===== config.mk =====
export PLATFORM = sky130hd
export DESIGN_NAME = serial_adder_ctrl
export DESIGN_NICKNAME = d
export VERILOG_FILES = /design/src/rtl/serial_adder_ctrl.sv
export SDC_FILE = /design/constraint.sdc
export NUM_CORES = 1
export LEC_CHECK = 0
export CAP_MARGIN = 20
export CELL_PAD_IN_SITES_DETAIL_PLACEMENT = 1
export CELL_PAD_IN_SITES_GLOBAL_PLACEMENT = 1
export CORE_UTILIZATION = 35
export CTS_CLUSTER_SIZE = 10
export DETAILED_ROUTE_END_ITERATION = 8
export GPL_ROUTABILITY_DRIVEN = 0
export PLACE_DENSITY = 0.73
export SLEW_MARGIN = 15
export SYNTH_ARGS = -nofsm -noshare
export SYNTH_HDL_FRONTEND = slang
export SYNTH_SLANG_ARGS = --single-unit

===== constraint.sdc =====
create_clock -name clk -period 1.6 [get_ports clk]
set_input_delay 0.32 -clock clk [delete_from_list [all_inputs] [get_ports clk]]
set_output_delay 0.32 -clock clk [all_outputs]
set_load 0.01 [all_outputs]

===== src/rtl/serial_adder_ctrl.sv =====
// Bit-serial adder: one full-adder cell plus a carry flop, LSB first, IDLE/RUN/DONE control.
// Optional macro SERIAL_ADDER_OVF_EN adds a registered signed-overflow output ovf.
module serial_adder_ctrl #(
    parameter int WIDTH = 8
) (
    input  logic             clk,
    input  logic             rst,
    input  logic             start,
    input  logic [WIDTH-1:0] a,
    input  logic [WIDTH-1:0] b,
    output logic             busy,
    output logic             done,
`ifdef SERIAL_ADDER_OVF_EN
    output logic             ovf,
`endif
    output logic [WIDTH-1:0] sum,
    output logic             cout
);

    localparam int CNT_W = $clog2(WIDTH);
    localparam logic [CNT_W-1:0] LAST_BIT = CNT_W'(WIDTH - 1);

    typedef enum logic [1:0] {
        S_IDLE = 2'b00,
        S_RUN  = 2'b01,
        S_DONE = 2'b10
    } state_t;

    state_t           state_q, state_d;
    logic [WIDTH-1:0] a_sh_q, a_sh_d;
    logic [WIDTH-1:0] b_sh_q, b_sh_d;
    // Holds bits 0..WIDTH-2; the final bit joins them directly on the load into sum.
    logic [WIDTH-2:0] res_sh_q, res_sh_d;
    logic             carry_q, carry_d;
    logic [CNT_W-1:0] cnt_q, cnt_d;
    logic [WIDTH-1:0] sum_q, sum_d;
    logic             cout_q, cout_d;
`ifdef SERIAL_ADDER_OVF_EN
    logic             ovf_q, ovf_d;
`endif

    // Full-adder cell built from two half adders and an OR.
    logic ha1_s, ha1_c, ha2_s, ha2_c;
    logic fa_sum, fa_cout;

    always_comb begin
        ha1_s   = a_sh_q[0] ^ b_sh_q[0];
        ha1_c   = a_sh_q[0] & b_sh_q[0];
        ha2_s   = ha1_s ^ carry_q;
        ha2_c   = ha1_s & carry_q;
        fa_sum  = ha2_s;
        fa_cout = ha1_c | ha2_c;
    end

    logic [WIDTH-2:0] res_shifted;

    generate
        if (WIDTH > 2) begin : g_res_wide
            assign res_shifted = {fa_sum, res_sh_q[WIDTH-2:1]};
        end else begin : g_res_narrow
            assign res_shifted = (WIDTH-1)'(fa_sum);
        end
    endgenerate

    always_comb begin
        state_d  = state_q;
        a_sh_d   = a_sh_q;
        b_sh_d   = b_sh_q;
        res_sh_d = res_sh_q;
        carry_d  = carry_q;
        cnt_d    = cnt_q;
        sum_d    = sum_q;
        cout_d   = cout_q;
`ifdef SERIAL_ADDER_OVF_EN
        ovf_d    = ovf_q;
`endif

        case (state_q)
            S_IDLE, S_DONE: begin
                if (start) begin
                    state_d = S_RUN;
                    a_sh_d  = a;
                    b_sh_d  = b;
                    carry_d = 1'b0;
                    cnt_d   = '0;
                end else begin
                    state_d = S_IDLE;
                end
            end

            S_RUN: begin
                a_sh_d   = {1'b0, a_sh_q[WIDTH-1:1]};
                b_sh_d   = {1'b0, b_sh_q[WIDTH-1:1]};
                res_sh_d = res_shifted;
                carry_d  = fa_cout;
                cnt_d    = cnt_q + CNT_W'(1);
                if (cnt_q == LAST_BIT) begin
                    state_d = S_DONE;
                    sum_d   = {fa_sum, res_sh_q};
                    cout_d  = fa_cout;
`ifdef SERIAL_ADDER_OVF_EN
                    // carry_q is the carry into the MSB on this last edge.
                    ovf_d   = carry_q ^ fa_cout;
`endif
                end
            end

            default: begin
                state_d = S_IDLE;
            end
        endcase
    end

    always_ff @(posedge clk) begin
        if (rst) begin
            state_q  <= S_IDLE;
            a_sh_q   <= '0;
            b_sh_q   <= '0;
            res_sh_q <= '0;
            carry_q  <= 1'b0;
            cnt_q    <= '0;
            sum_q    <= '0;
            cout_q   <= 1'b0;
`ifdef SERIAL_ADDER_OVF_EN
            ovf_q    <= 1'b0;
`endif
        end else begin
            state_q  <= state_d;
            a_sh_q   <= a_sh_d;
            b_sh_q   <= b_sh_d;
            res_sh_q <= res_sh_d;
            carry_q  <= carry_d;
            cnt_q    <= cnt_d;
            sum_q    <= sum_d;
            cout_q   <= cout_d;
`ifdef SERIAL_ADDER_OVF_EN
            ovf_q    <= ovf_d;
`endif
        end
    end

    assign busy = (state_q == S_RUN);
    assign done = (state_q == S_DONE);
    assign sum  = sum_q;
    assign cout = cout_q;
`ifdef SERIAL_ADDER_OVF_EN
    assign ovf  = ovf_q;
`endif

endmodule


Word-level counts from Yosys, hierarchy flattened
Cells that the tools add are included.
Storage, ports and cells
  flip-flop bits (word level): 38
  bits in latches: 0
  bits in writable memories: 0
  memory bits (read-only): 0
  output and inout bits: 11
  memories: 0
Operators by class
  add/sub/neg operators: 1
  multipliers: 0
  div/mod/pow operators: 0
  magnitude comparators: 0
  eq/ne operators: 5
  shifts and indexed selects: 0
  muxes and demuxes: 11
  bitwise logic cells: 5
  reduce and logical (&&, ||, !) cells: 5
Operator list (count)
  8-bit case mux with 2 select lines: 2
  8-bit 2-to-1 mux: 2
  3-bit case mux with 2 select lines: 1
  2-bit case mux with 2 select lines: 1
  2-bit AND reduction: 2
  3-bit by 1-bit adder with 3-bit output, second input constant: 1
  3-bit equality test, second input constant: 1
  3-bit 2-to-1 mux: 1
  1-bit AND: 2
  2-bit by 1-bit equality test with 1-bit output, second input constant: 1
  2-bit equality test, second input constant: 1
  2-bit logical NOT: 1
  1-bit 2-to-1 mux: 2
  2-bit 2-to-1 mux: 1
  2-bit by 1-bit != test with 1-bit output, second input constant: 1
  2-bit != test, second input constant: 1
  1-bit case mux with 2 select lines: 1
  2-bit nonzero test: 1
  2-bit OR reduction: 1
  1-bit bitwise XOR: 2
  1-bit bitwise OR: 1

Longest topological paths before layout
  word-level depth: 4
  mapped depth: 6
  mapped depth without buffers: 5

Worst setup path before layout
Ideal clock, no wire load.
  kind: reg-to-reg
  start: register cnt_q[0]
  end: register state_q[0]
  data arrival time: 1059 ps
  required time: 1483 ps
  path slack: 423 ps
  stages on the path, launching flop included: 6
  period minus slack after synthesis: 1177 ps
  cell sequence: dfxtp_1 > ha_1 > ha_1 > clkbuf_1 > o21a_1 > nor2_1
On the way
  word-level cells in the longest chain between the ends: 2
RTL lines
  start, declared: RTL line 35  | logic [CNT_W-1:0] cnt_q, cnt_d;
  start signal, assigned: RTL line 133  | cnt_q <= cnt_d;
  3-bit equality test: RTL line 97  | if (cnt_q == LAST_BIT) begin
  2-bit by 1-bit != test with 1-bit output (no line)
  end signal, assigned: RTL line 128  | state_q <= state_d;
  end, declared: RTL line 29  | state_t state_q, state_d;
No other way between the ends.
A chain may end at the register's enable or synchronous reset.

Final worst setup path
  start: register sum_q[7] (netlist: sum[7])
  end: output port sum[7]
RTL lines
  start, declared: RTL line 36  | logic [WIDTH-1:0] sum_q, sum_d;
  start signal, assigned: RTL line 134  | sum_q <= sum_d;
  end, declared: RTL line 16  | output logic [WIDTH-1:0] sum,
No word-level cell between the ends.

==> flow_metrics.tcl <==
set metrics [dict create \
    grt_max_degree 43 \
    detail_route.wl_per_cell_microns 13.2 \
    p_leak_nw 0.732 \
    netlist_area_sq_mm 0.00153 \
    grtUsageMet3_pct 4.00 \
    synth_top_cells_by_area "dfxtp_1 (50%), nand2_1 (14%), a311oi_1 (8.0%), a21oi_1 (7.2%), nand3_1 (4.9%)" \
    crit_path_start_kind "register" \
    grt_use_met2_pct 30.8 \
    max_freq_ghz 0.675 \
    dieArea_sq_mm 0.00465 \
    avgSynthCellArea_sq_um 8.16 \
    synth_xor_area_share_pct 0 \
    powerDensity_mw_per_mm2 1030 \
    die_h_microns 68.2 \
    hold_buffers 0 \
    core_region_area_sq_mm 0.00412 \
    numPortBuffers 29 \
    drive_gt1_share_pct 8.29 \
    ant_nets 0 \
    crit_buf_inv 1 \
    gr-usage-all-layers_pct 17.1 \
    initial_utilization_pct 37.3 \
    crit_chain "clkdlybuf4s50_1" \
    p_switching_uw 486 \
    combPwrFrac_pct 11.6 \
    finalWirelength_microns 3540 \
    drtIter0Drc 44 \
    grt_pass1_wl_microns 5840 \
    diodes 0 \
    finalMaxSlewViolations 0 \
    cts_buffers 5 \
    post_cts_buffers 0 \
    synthCells 188 \
    clk_path_buf_depth 2 \
    cp-end-kind "primary output" \
    ctsRootBufferMaster "clkbuf_8" \
    arrival_ns 1.16 \
    dr.pass1.iters 4 \
    cts_sinks 38 \
    maxCapViolations 0 \
    crit_type "reg -> out" \
    cpPeakStageDelay_ns 0.53 \
    clk_pin_slew_worst_paths_ns 0.07 \
    hpwl_microns 2470 \
    fp-row-count 23 \
    finClkSkew_ns 0.00365 \
    clock_power_share_pct 38.6 \
    cts_tree "yes" \
    die_w_microns 68.2 \
    slew_headroom_pct 71.6 \
    cp_max_fo 2 \
    use_met1_pct 19.0 \
    design_area_sq_mm 0.00198 \
    synth-seq-area-share_pct 49.6 \
    cp_data_required_time_ns 1.28 \
    final_nets 238 \
    period_needed_ns 1.48 \
    synth_compound_area_share_pct 15.7 \
    synth_top_area_share_pct 49.6 \
    drc_errors 0 \
    rsz0062_at_grt "no" \
    ys_types 17 \
    ys_seq_elements 38 \
    timing.final.crit_share_pct 92.6 \
    synth_fa_ha_area_share_pct 2.94 \
    power.ir.vdd_worst_mv 0.401 \
    antenna_found_initial 0 \
    area_delta_synth_final_pct 29.0 \
    num_vias 1371 \
    yosys-top-cells-count "nand2_1 (56), dfxtp_1 (38), a21oi_1 (22), nor2_1 (16), nand3_1 (15)" \
    post_dp_cell_area_sq_mm 0.00187 \
    postCtsResizedCells 3 \
    hold_path_class "reg -> reg" \
    synthArstFlopShare_pct 0 \
    synth_flop_cell "dfxtp_1" \
    grt_overflow_total 0 \
    io_pins 30 \
    gr-max-usage-layer "met2" \
    crit_family "buffers and inverters" \
    syn_nets 210 \
    slowest_stage "clkdlybuf4s50_1" \
    synth_area_leader_cell "dfxtp_1" \
    synth-edff-count 0 \
    fin_setup_tns_ns 0 \
    via_per_inst 5.13 \
    synth_top_family_by_area "simple AND/OR/NAND/NOR gates" \
    seqPwrFrac_pct 49.8 \
    insertion_delay_ns 0.28 \
    yosys.area_share.simple_pct 25.0 \
    switching_share_pct 23.7 \
    final_hold_viol_count 0 \
    h-tree-depth 2 \
    ys.warnings.count 0 \
    setup_violations 0 \
    synthMuxAreaShare_pct 0 \
    p_int_mw 1.56 \
    outcome "complete, no violations" \
    tightestPinTransition_ns 0.425 \
    grt_pass1_vias 1341 \
    synth_most_common_cell "nand2_1" \
]
area by class of cell:
| cell class | instances | area [sq um] |
|---|---|---|
| clock inverters | 3 | 40.0 |
| flip-flops and latches | 38 | 762 |
| fillers | 497 | 2140 |
| clock buffers | 5 | 68.8 |
| inverters | 1 | 3.75 |
| multi-input cells | 133 | 669 |
| repair buffers | 37 | 373 |
| well taps | 50 | 62.6 |
final timing paths:
path	from	end	slack (ns)	depth (start not counted)
max	sum[7]	sum[7]	0.12	1
min reg2reg	sum[1]	sum[1]	0.46	2
min	sum[1]	sum[1]	0.46	2
max reg2reg	cnt_q[0]	sum[6]	0.23	5
tightest hold or removal path: cells and delay by family, from the launching register on:
| family | cells | cell delay (ns) |
|---|---|---|
| flops | 1 | 0.31 |
| simple gates | 1 | 0.05 |
| compound gates | 1 | 0.05 |
metrics by stage:
stage	setup WS, ns	hold WS, ns	std cells	power (mW)	util [%]
2_1_floorplan	0.423	0.437	188	1.19	-
3_3_place_gp	0.0440	0.441	259	1.27	45.5
3_5_place_dp	0.00213	0.451	259	1.28	45.5
4_1_cts	0.0982	0.462	267	2.08	48.1
5_1_grt	0.0474	0.487	267	2.15	48.1
6_report	0.119	0.458	267	2.05	48.1
routing by layer:
metal / vias up / routed length [microns]
met5: - / 0
met4: 0 / 52
met3: 5 / 112
met2: 24 / 1770
met1: 653 / 1600
li1: 689 / -
flip-flops by register name (all words and copies together), names as in the netlist:
register and flops:
cout 1, b_sh_q 8, carry_q 1, sum 8
res_sh_q 7, a_sh_q 8, cnt_q 3, state_q 2
placed cells by master, fill, tap and decap left out, drive strengths merged, types with 2 or more instances in the layout:
cell type      Yosys  routed
dlygate4sd2        0       2
a311oi            14      14
clkbuf             3       5
nor2              16      16
buf               13       8
nor2b              2       2
nand2             56      56
nand3             15      15
clkdlybuf4s50      0      27
dfxtp             38      38
ha                 2       2
clkinv             0       2
a21oi             22      22
nand2b             3       3
power groups by stage:
stage	Clock (mW)	Sequential (mW)	Combinational (mW)
final	0.791	1.02	0.237
after floorplan	0	1.03	0.156
after global routing	0.867	1.03	0.261
after detailed placement	0	1.04	0.240
after global placement	0	1.04	0.230
after CTS	0.819	1.02	0.240
cell families (layout without fill, tap and decap cells):
logic type,count (synthesis),in the layout
AND/OR/NAND/NOR,93,93
flip-flops,38,38
AO/OA/AOI/OAI,37,37
buffers and inverters,17,46
adder cells (fa/ha/maj),3,3
Note: power is estimated with default switching activity, not from simulation.
